<file path="src/rtl/cpld_row_sequencer_pkg.sv">
// cpld_pkg: shared types and constants for the CPLD3 row sequencer.
//   state_t   - sequencer FSM states
//   ROW_W     - row word width (left_in2, right_out2)
//   SEL_OUT_W - datapath select echo width
//   POS_W     - column index width (pos_c)
//   OUT_W     - captured result width {sel_out2, right_out2}
//   WD_LIMIT  - watchdog abort threshold (CPLD_SEQ_TIMEOUT_EN builds)
package cpld_pkg;
  localparam int ROW_W     = 5;
  localparam int SEL_OUT_W = 4;
  localparam int POS_W     = 3;
  localparam int OUT_W     = ROW_W + SEL_OUT_W;
  localparam logic [7:0] WD_LIMIT = 8'd255;

  typedef enum logic [2:0] {
    IDLE    = 3'd0,
    FETCH   = 3'd1,
    SWEEP   = 3'd2,
    CAPTURE = 3'd3,
    OUT     = 3'd4,
    DONE    = 3'd5
  } state_t;
endpackage

</file>
<file path="src/rtl/cpld_row_sequencer_if.sv">
// cpld_row_sequencer_if: upstream word stream and downstream result stream.
//   in_data/in_valid/in_ready    - row words into the sequencer
//   out_data/out_valid/out_ready - captured results out of the sequencer
// Handshake: a transfer happens on a rising clk edge where valid and ready
// are both 1; the sender holds data/valid stable until that edge.
// Modports: master = environment (word source + result sink), slave = sequencer.
interface cpld_row_sequencer_if;
  import cpld_pkg::*;

  logic [ROW_W-1:0] in_data;
  logic             in_valid;
  logic             in_ready;
  logic [OUT_W-1:0] out_data;
  logic             out_valid;
  logic             out_ready;

  modport master (output in_data, in_valid, out_ready,
                  input  in_ready, out_data, out_valid);
  modport slave  (input  in_data, in_valid, out_ready,
                  output in_ready, out_data, out_valid);
endinterface

</file>
<file path="src/rtl/cpld_col_stepper.sv">
// cpld_col_stepper: column position counter plus one-hot select shifter.
//   clk, rst - clock, async active-high reset
//   load     - pos <= 0, sel <= one-hot bit 0
//   step     - pos <= pos + 1, sel shifts left one place
//   clear    - sel <= 0 (pos is kept)
//   pos      - column index
//   sel      - one-hot of pos while sweeping
//   last     - pos is the final column (NUM_COLS-1)
module cpld_col_stepper
  import cpld_pkg::*;
#(
  parameter int NUM_COLS = 5
) (
  input  logic                clk,
  input  logic                rst,
  input  logic                load,
  input  logic                step,
  input  logic                clear,
  output logic [POS_W-1:0]    pos,
  output logic [NUM_COLS-1:0] sel,
  output logic                last
);
  always_ff @(posedge clk or posedge rst) begin
    if (rst) begin
      pos <= '0;
      sel <= '0;
    end else if (load) begin
      pos <= '0;
      sel <= {{(NUM_COLS-1){1'b0}}, 1'b1};
    end else if (step) begin
      pos <= pos + 1'b1;
      sel <= {sel[NUM_COLS-2:0], 1'b0};
    end else if (clear) begin
      sel <= '0;
    end
  end

  assign last = (pos == POS_W'(NUM_COLS - 1));
endmodule

</file>
<file path="src/rtl/cpld_row_sequencer.sv">
// cpld_row_sequencer: sequences the CPLD3 row datapath. Per row it fetches a
// word, sweeps pos_c/sel over NUM_COLS columns, captures {sel_out2,right_out2}
// and hands it downstream; repeats num_rows times or until last_row.
// Ports:
//   clk, rst        - clock, async active-high reset
//   start, num_rows - job start pulse and row count (0 = empty job)
//   stream          - slave side of in_*/out_* handshakes
//   left_in2, sel, pos_c          - registered datapath drive
//   right_out2, sel_out2, last_row - datapath results
//   busy, done, early_stop        - job status
//   timeout         - watchdog abort flag (only with CPLD_SEQ_TIMEOUT_EN)
//   dbg_state       - current FSM state
// Optional build macro: CPLD_SEQ_TIMEOUT_EN adds a 255-cycle stall watchdog.
module cpld_row_sequencer
  import cpld_pkg::*;
#(
  parameter int NUM_COLS  = 5,
  parameter int ROW_CNT_W = 3
) (
  input  logic                 clk,
  input  logic                 rst,
  input  logic                 start,
  input  logic [ROW_CNT_W-1:0] num_rows,
  cpld_row_sequencer_if.slave  stream,
  output logic [ROW_W-1:0]     left_in2,
  output logic [NUM_COLS-1:0]  sel,
  output logic [POS_W-1:0]     pos_c,
  input  logic [ROW_W-1:0]     right_out2,
  input  logic [SEL_OUT_W-1:0] sel_out2,
  input  logic                 last_row,
  output logic                 busy,
  output logic                 done,
  output logic                 early_stop,
`ifdef CPLD_SEQ_TIMEOUT_EN
  output logic                 timeout,
`endif
  output state_t               dbg_state
);
  state_t state, state_nxt;
  logic load, step, clear, last, wd_expire;
  logic is_final;
  logic [ROW_CNT_W-1:0] num_rows_q, row_cnt, row_nxt;

  assign row_nxt = row_cnt + 1'b1;

  cpld_col_stepper #(.NUM_COLS(NUM_COLS)) u_stepper (
    .clk  (clk),
    .rst  (rst),
    .load (load),
    .step (step),
    .clear(clear),
    .pos  (pos_c),
    .sel  (sel),
    .last (last)
  );

  always_ff @(posedge clk or posedge rst) begin
    if (rst) state <= IDLE;
    else     state <= state_nxt;
  end

  always_comb begin
    state_nxt = state;
    load      = 1'b0;
    step      = 1'b0;
    clear     = 1'b0;
    case (state)
      IDLE:    if (start) state_nxt = (num_rows == '0) ? DONE : FETCH;
      FETCH:   if (stream.in_valid) begin
                 load      = 1'b1;
                 state_nxt = SWEEP;
               end
      // The final column holds for one cycle so SWEEP spans NUM_COLS cycles.
      SWEEP:   if (last) state_nxt = CAPTURE;
               else      step      = 1'b1;
      CAPTURE: begin
                 clear     = 1'b1;
                 state_nxt = OUT;
               end
      // out_valid is always 1 in OUT, so out_ready alone completes the transfer.
      OUT:     if (stream.out_ready) state_nxt = is_final ? DONE : FETCH;
      DONE:    state_nxt = IDLE;
      default: state_nxt = IDLE;
    endcase
    if (wd_expire) state_nxt = DONE;
  end

  assign stream.in_ready = (state == FETCH);
  assign done            = (state == DONE);
  assign dbg_state       = state;

  always_ff @(posedge clk or posedge rst) begin
    if (rst) begin
      left_in2         <= '0;
      stream.out_data  <= '0;
      stream.out_valid <= 1'b0;
      num_rows_q       <= '0;
      row_cnt          <= '0;
      is_final         <= 1'b0;
      busy             <= 1'b0;
      early_stop       <= 1'b0;
    end else begin
      if (state == IDLE && start) begin
        num_rows_q <= num_rows;
        row_cnt    <= '0;
        early_stop <= 1'b0;
        busy       <= 1'b1;
      end
      if (load) left_in2 <= stream.in_data;
      if (state == CAPTURE) begin
        stream.out_data  <= {sel_out2, right_out2};
        stream.out_valid <= 1'b1;
        row_cnt          <= row_nxt;
        is_final         <= last_row | (row_nxt == num_rows_q);
        early_stop       <= last_row & (row_nxt != num_rows_q);
      end
      if (state == OUT && stream.out_ready) stream.out_valid <= 1'b0;
      if (wd_expire) stream.out_valid <= 1'b0;
      if (state == DONE) busy <= 1'b0;
    end
  end

`ifdef CPLD_SEQ_TIMEOUT_EN
  // One counter serves both waits: FETCH and OUT never overlap, and leaving
  // either wait condition restarts the count.
  logic [7:0] wd;
  logic       wd_idle;

  assign wd_idle   = (state == FETCH && !stream.in_valid) ||
                     (state == OUT && !stream.out_ready);
  assign wd_expire = wd_idle && (wd == WD_LIMIT - 8'd1);

  always_ff @(posedge clk or posedge rst) begin
    if (rst) begin
      wd      <= '0;
      timeout <= 1'b0;
    end else begin
      wd <= wd_idle ? wd + 8'd1 : 8'd0;
      if (state == IDLE && start) timeout <= 1'b0;
      else if (wd_expire)         timeout <= 1'b1;
    end
  end
`else
  assign wd_expire = 1'b0;
`endif
endmodule

</file>
<file path="src/flat_wrapper.sv">
// flat-port wrapper written by rule: the top's interface ports become plain ports
module cpld_row_sequencer_flat import cpld_pkg::*;
#(
  parameter int NUM_COLS  = 5,
  parameter int ROW_CNT_W = 3
)
  (clk, rst, start, num_rows, left_in2, sel, pos_c, right_out2, sel_out2, last_row, busy, done, early_stop, dbg_state, stream_in_data, stream_in_valid, stream_out_ready, stream_in_ready, stream_out_data, stream_out_valid);
  cpld_row_sequencer_if stream_i ();
  input  logic clk;
  input  logic rst;
  input  logic start;
  input  logic [ROW_CNT_W-1:0] num_rows;
  output logic [ROW_W-1:0] left_in2;
  output logic [NUM_COLS-1:0] sel;
  output logic [POS_W-1:0] pos_c;
  input  logic [ROW_W-1:0] right_out2;
  input  logic [SEL_OUT_W-1:0] sel_out2;
  input  logic last_row;
  output logic busy;
  output logic done;
  output logic early_stop;
  output state_t dbg_state;
  input wire logic [$bits(stream_i.in_data)-1:0] stream_in_data;
  input wire logic [$bits(stream_i.in_valid)-1:0] stream_in_valid;
  input wire logic [$bits(stream_i.out_ready)-1:0] stream_out_ready;
  output wire logic [$bits(stream_i.in_ready)-1:0] stream_in_ready;
  output wire logic [$bits(stream_i.out_data)-1:0] stream_out_data;
  output wire logic [$bits(stream_i.out_valid)-1:0] stream_out_valid;
  assign stream_i.in_data = stream_in_data;
  assign stream_i.in_valid = stream_in_valid;
  assign stream_i.out_ready = stream_out_ready;
  assign stream_in_ready = stream_i.in_ready;
  assign stream_out_data = stream_i.out_data;
  assign stream_out_valid = stream_i.out_valid;
  cpld_row_sequencer #(.NUM_COLS(NUM_COLS), .ROW_CNT_W(ROW_CNT_W)) u_core (.clk(clk), .rst(rst), .start(start), .num_rows(num_rows), .stream(stream_i), .left_in2(left_in2), .sel(sel), .pos_c(pos_c), .right_out2(right_out2), .sel_out2(sel_out2), .last_row(last_row), .busy(busy), .done(done), .early_stop(early_stop), .dbg_state(dbg_state));
endmodule
</file>
<file path="config.mk">
export PLATFORM = sky130hd
export DESIGN_NAME = cpld_row_sequencer_flat
export DESIGN_NICKNAME = d
export VERILOG_FILES = /design/src/rtl/cpld_row_sequencer_pkg.sv /design/src/rtl/cpld_row_sequencer_if.sv /design/src/rtl/cpld_col_stepper.sv /design/src/rtl/cpld_row_sequencer.sv /design/src/flat_wrapper.sv
export SDC_FILE = /design/constraint.sdc
export NUM_CORES = 1
export LEC_CHECK = 0
export ABC_AREA = 0
export BUFFER_PORTS_ARGS = -buffer_cell sky130_fd_sc_hd__buf_2
export CAP_MARGIN = 20
export CORE_AREA = 2 2 65 67
export DETAILED_ROUTE_END_ITERATION = 12
export DIE_AREA = 0 0 67 69
export GPL_TIMING_DRIVEN = 0
export PLACE_DENSITY = 0.81
export SLEW_MARGIN = 15
export SYNTH_ARGS = -nofsm -noshare
export SYNTH_HDL_FRONTEND = slang
export SYNTH_HIERARCHICAL = 1
export SYNTH_SLANG_ARGS = --single-unit
export TNS_END_PERCENT = 20
</file>
<file path="constraint.sdc">
create_clock -name clk -period 1.8 [get_ports clk]
set_input_delay 0.54 -clock clk [delete_from_list [all_inputs] [get_ports clk]]
set_output_delay 0.54 -clock clk [all_outputs]
set_load 0.01 [all_outputs]
</file>
# Word-level counts from Yosys, hierarchy flattened
# Cells that the tools add are included.
dict set report word_totals {
  input_bits 23
  reg_bits 35
  out_inout_bits 30
}
dict set report classes {
  n_reduce_logical 10
  eq_ne 12
  muxes 25
  n_addsub 2
  bitwise 2
}
# op count
set ops {}
lappend ops {{3-bit two-way mux} 10}
lappend ops {{5-bit two-way mux} 3}
lappend ops {{3-bit one-hot mux with 5 select lines} 1}
lappend ops {{1-bit two-way mux} 11}
lappend ops {{3-bit equality test (second input constant)} 3}
lappend ops {{2-bit nonzero test} 4}
lappend ops {{3-bit by 1-bit adder with 3-bit output (second input constant)} 2}
lappend ops {{3-bit by 2-bit equality test with 1-bit output (second input constant)} 2}
lappend ops {{3-bit zero test} 2}
lappend ops {{2-bit inequality test (second input constant)} 3}
lappend ops {{4-bit AND reduction} 1}
lappend ops {{3-bit by 1-bit equality test with 1-bit output (second input constant)} 1}
lappend ops {{3-bit equality test} 1}
lappend ops {{3-bit inequality test} 1}
lappend ops {{3-bit nonzero test} 1}
lappend ops {{1-bit logical AND} 2}
lappend ops {{2-bit by 1-bit inequality test with 1-bit output (second input constant)} 1}
lappend ops {{1-bit bitwise AND} 1}
lappend ops {{1-bit bitwise OR} 1}

# Depth between registers and ports, before layout
dict set report logic_depth {
  depth_word 5
  ltp_mapped 7
}

# Cells and area by module
# The synthesis kept the hierarchy.
# module area_each_um2 cells_each instances
set by_module_without_submodules {}
lappend by_module_without_submodules {cpld_row_sequencer 1305.0 122 1}
lappend by_module_without_submodules {cpld_col_stepper 390.4 37 1}

# Worst setup path before layout
# No wires, ideal clock.
dict set report synth_path {
  path_kind {reg2reg}
  from {reg u_core.u_stepper.pos[0]}
  to {reg u_core.u_stepper.sel[0]}
  setup_ns 0.127
  path_buffers 1
  arrival_ns 1.755
  slack_ns -0.082
  required_ns 1.673
  path_stages_with_launch 8
  cell_sequence {dfrtp_1 -> inv_1 -> ha_1 -> and2_1 -> nor4b_1 -> buf_6 -> nor3b_1 -> or2_2}
}
dict set report synth_between {
  elab_chain_cells 5
  elab_cells_between_ends 6
}
# item line
set synth_lines {}
lappend synth_lines {{start: declaration} cpld_col_stepper.sv:19} ;# output logic [POS_W-1:0] pos,
lappend synth_lines {{start signal: assignment} cpld_col_stepper.sv:31} ;# pos <= pos + 1'b1;
lappend synth_lines {{3-bit equality test (*)} cpld_col_stepper.sv:38} ;# assign last = (pos == POS_W'(NUM_COLS - 1));
lappend synth_lines {{via u_core.last} cpld_row_sequencer.sv:40} ;# logic load, step, clear, last, wd_expire;
lappend synth_lines {{1-bit two-way mux (*)} cpld_row_sequencer.sv:74} ;# SWEEP: if (last) state_nxt = CAPTURE;
lappend synth_lines {{1-bit two-way mux (*)} cpld_row_sequencer.sv:67} ;# case (state)
lappend synth_lines {{via u_core.step} cpld_row_sequencer.sv:40}
lappend synth_lines {{5-bit two-way mux} cpld_col_stepper.sv:30} ;# end else if (step) begin
lappend synth_lines {{5-bit two-way mux} cpld_col_stepper.sv:27} ;# end else if (load) begin
lappend synth_lines {{end signal: assignment} cpld_col_stepper.sv:29} ;# sel <= {{(NUM_COLS-1){1'b0}}, 1'b1};
lappend synth_lines {{end signal: assignment} cpld_col_stepper.sv:32} ;# sel <= {sel[NUM_COLS-2:0], 1'b0};
lappend synth_lines {{end: declaration} cpld_col_stepper.sv:20} ;# output logic [NUM_COLS-1:0] sel,
# The timed path passes the listed nets; every way through them passes the cells marked *.
# A chain may end at the register's enable or synchronous reset.

# Final worst setup path
dict set report layout_path {
  from {reg u_core.u_stepper.pos[1]}
  to {reg u_core.u_stepper.sel[0]}
}
# Same word-level chain as after synthesis.

==> flow_summary.ini <==
[final_layout]
drive_above_1_share_pct = 41.3
nets = 248
final_core_util_pct = 55.8
fillCellCount = 378
finish.instance_area_mm2 = 0.00218
n_antenna_cell = 0
area_delta_synth_final_pct = 28.8

[clock_network]
clk_path_buf_depth = 2
h-tree-depth = 2
cts_tree = yes
cts.sinks = 35
clk_transition_reported_paths_ns = 0.07
numCtsBuffers = 5
clk_latency_ns = 0.28
cts-hold-fix-buffers = 0
root_buffer = clkbuf_8

[route]
drtAntennaViolNets = 0
drt_wl_total_um = 3500
dr_total_vias = 1318
drt_first_pass_iters = 4
drc = 0
dr.first_iter.drc_count = 80
wl_per_cell_um = 12.8
via_per_inst = 4.83

[die]
core-area_mm2 = 0.00391
num_rows = 23
die_area_mm2 = 0.00462
start_util_pct = 43.3
die_w_um = 67
die_y_um = 69
pin_count = 53

[setup_path]
cp-start-kind = flip-flop
crit_chain = inv_1 > ha_2 > and2_4 > nor4b_4 > buf_6 > nor3b_1 > or2_2
crit_required_ns = 1.97
end_kind = flip-flop
reg2reg_to = u_core/u_stepper/sel[0]
crit_slowest_cell = dfrtp_1
crit_path_max_incr_delay_ns = 0.39
reg2reg_depth = 7
r2r_setup_slack_ns = 0.05
timing.critical_path.fanout_max = 8
cp-startpoint = u_core/u_stepper/pos[1]
crit-reg2reg-launch = u_core/u_stepper/pos[1]
worst-endpoint-arrival_ns = 1.92
path_class = flip-flop to flip-flop

[power]
netSwitchingPower_mw = 1.39
intPower_mw = 2.31
p_leak_nw = 1.15
seq_power_share_pct = 37.0
ir_worst_vdd_v = 0.000613
power_frac_clock_pct = 14.7
power_density_mw_per_mm2 = 1690
pwr-share-comb_pct = 48.3
swShare_pct = 37.6
power_mw = 3.70

[sta]
drv_slew = 0
setup_viol = 0
fin_skew_ns = 0.00822
holdWs_ns = 0.181
maxSlewHeadroom_pct = 66.0
finalCritPeriodShare_pct = 97.2
finalHoldViolCount = 0
max_clock_freq_mhz = 571
fin_crit_ns = 1.75
setup_slack_ns = 0.0500
rsz0062_at_grt = yes
worst_pin_slew_ns = 0.508

[grt]
grtUsageTotal_pct = 16.6
grt_max_degree = 28
grt_overflow = 0
grt_pass1_wl_um = 5890
antenna_found_initial = 0
grt_pass1_vias = 1286

[placement]
gp_congestion = 0.727
place_area_mm2 = 0.00202
portBuffers = 52
hpwlAfterDp_um = 2470
place_ws_ns = -0.0702

[logic_synthesis]
synth_nets = 185
synthTopCellsByArea = dfrtp_1 52%, nand2_1 8.0%, mux2_4 7.1%, buf_6 3.3%, a21oi_1 2.7%
synth_common_cells = 36 x nand2_1, 35 x dfrtp_1, 10 x nor2_1
synth-seq-cells = 35
syn_inst = 159
synthArstFlopShare_pct = 100
synth_top_area_share_pct = 51.7
ys_seq_area_share_pct = 51.7
synth_warnings = 6
synth_area_per_cell_um2 = 10.7
synth_edf_count = 0
yosys.area.top_type = dfrtp_1
synthFlopType = dfrtp_1
syn_area_mm2 = 0.00170
netlist-cell-type-count = 39
yosys.cell_count.top_type = nand2_1

[job]
drv_cap = 0

[hold_path]
hp-class = primary input to asynchronous set/reset pin

[status]
run_status = completed
kinds of logic (layout without fill, tap and decap cells):
group	after synthesis	after routing	share of synthesized area (%)
XOR/XNOR	4	4	2.95
adder cells (fa/ha/maj)	3	3	2.21
flip-flops	35	35	51.7
AO/OA/AOI/OAI	22	22	7.90
AND/OR/NAND/NOR	69	69	21.0
buffers and inverters	16	80	5.98
multiplexers	10	10	8.27
power groups by stage:
stage	Clock, mW	Sequential [mW]	Combinational, mW
floorplan	0	1.49	1.05
global placement	0	1.37	1.64
detailed placement	0	1.38	1.69
CTS	0.573	1.37	1.72
global route	0.604	1.42	2.00
finish	0.543	1.37	1.79
cell usage in the layout, fill, tap and decap left out, drive strengths merged, types with 3 or more instances in the layout:
cell type	Yosys	layout
mux2	8	8
o21ai	5	5
clkbuf	2	8
dfrtp	35	35
buf	6	62
ha	3	3
nand2	36	36
nand3b	4	4
nor2	11	11
or3b	4	4
a21oi	9	9
inv	8	7
per-stage QoR:
step / setup TNS [ns] / cells
2_1_floorplan: 0 / 159
3_3_place_gp: -0.0490 / 261
3_5_place_dp: -0.0713 / 261
4_1_cts: -0.00784 / 269
5_1_grt: -0.0539 / 273
6_report: 0 / 273
what timing repair did:
action                                  4_1_cts  5_1_grt
pin swaps                                     0        1
buffers inserted                              0        3
resized for setup                             1        6
endpoints found under the setup margin        2        7
routing by layer:
layer / vias up / share of wire, % / track usage [%]
met5: - / 0 / 0
met4: 0 / 0.51 / 6.35
met3: 2 / 5.4 / 5.06
met2: 33 / 49 / 25.3
met1: 632 / 45 / 21.9
li1: 651 / - / -
critical path, delay by kind of cell (launching register included):
| family | cells | cell delay [ns] |
|---|---|---|
| buf+inv | 2 | 0.25 |
| fa+ha+maj | 1 | 0.16 |
| flops | 1 | 0.39 |
| simple gates | 4 | 0.83 |
registers in the layout, summed over array words and instances (netlist names):
| signal | count |
|---|---|
| u_core/u_stepper/sel | 5 |
| u_core/stream.out_data | 9 |
| u_core/early_stop | 1 |
| u_core/dbg_state | 3 |
| u_core/num_rows_q | 3 |
| u_core/row_cnt | 3 |
| u_core/busy | 1 |
| u_core/left_in2 | 5 |
| u_core/u_stepper/pos | 3 |
| u_core/is_final | 1 |
| u_core/stream.out_valid | 1 |
worst max path at each step:
| stage | end | slack [ns] | cells past startpoint |
|---|---|---|---|
| global route | u_core/u_stepper/sel[0] | -0.02 | 7 |
| detailed placement | u_core/u_stepper/sel[0] | -0.07 | 7 |
| global placement | u_core/u_stepper/sel[0] | -0.05 | 7 |
| CTS | u_core/u_stepper/sel[0] | -0.008 | 7 |
| floorplan | u_core/u_stepper/sel[0] | 0.06 | 7 |
| finish | u_core/u_stepper/sel[0] | 0.05 | 7 |
cell type report:
class | count | area, µm² | area share, %
sequential | 35 | 877 | 40.2
inverter | 8 | 30.0 | 1.38
clock inverter | 2 | 12.5 | 0.573
timing repair buffer | 56 | 310 | 14.2
multi-input combinational | 108 | 747 | 34.2
clock buffer | 6 | 72.6 | 3.32
tap | 50 | 62.6 | 2.87
buffer | 8 | 71.3 | 3.27
Power figures use the tool's default switching activity.
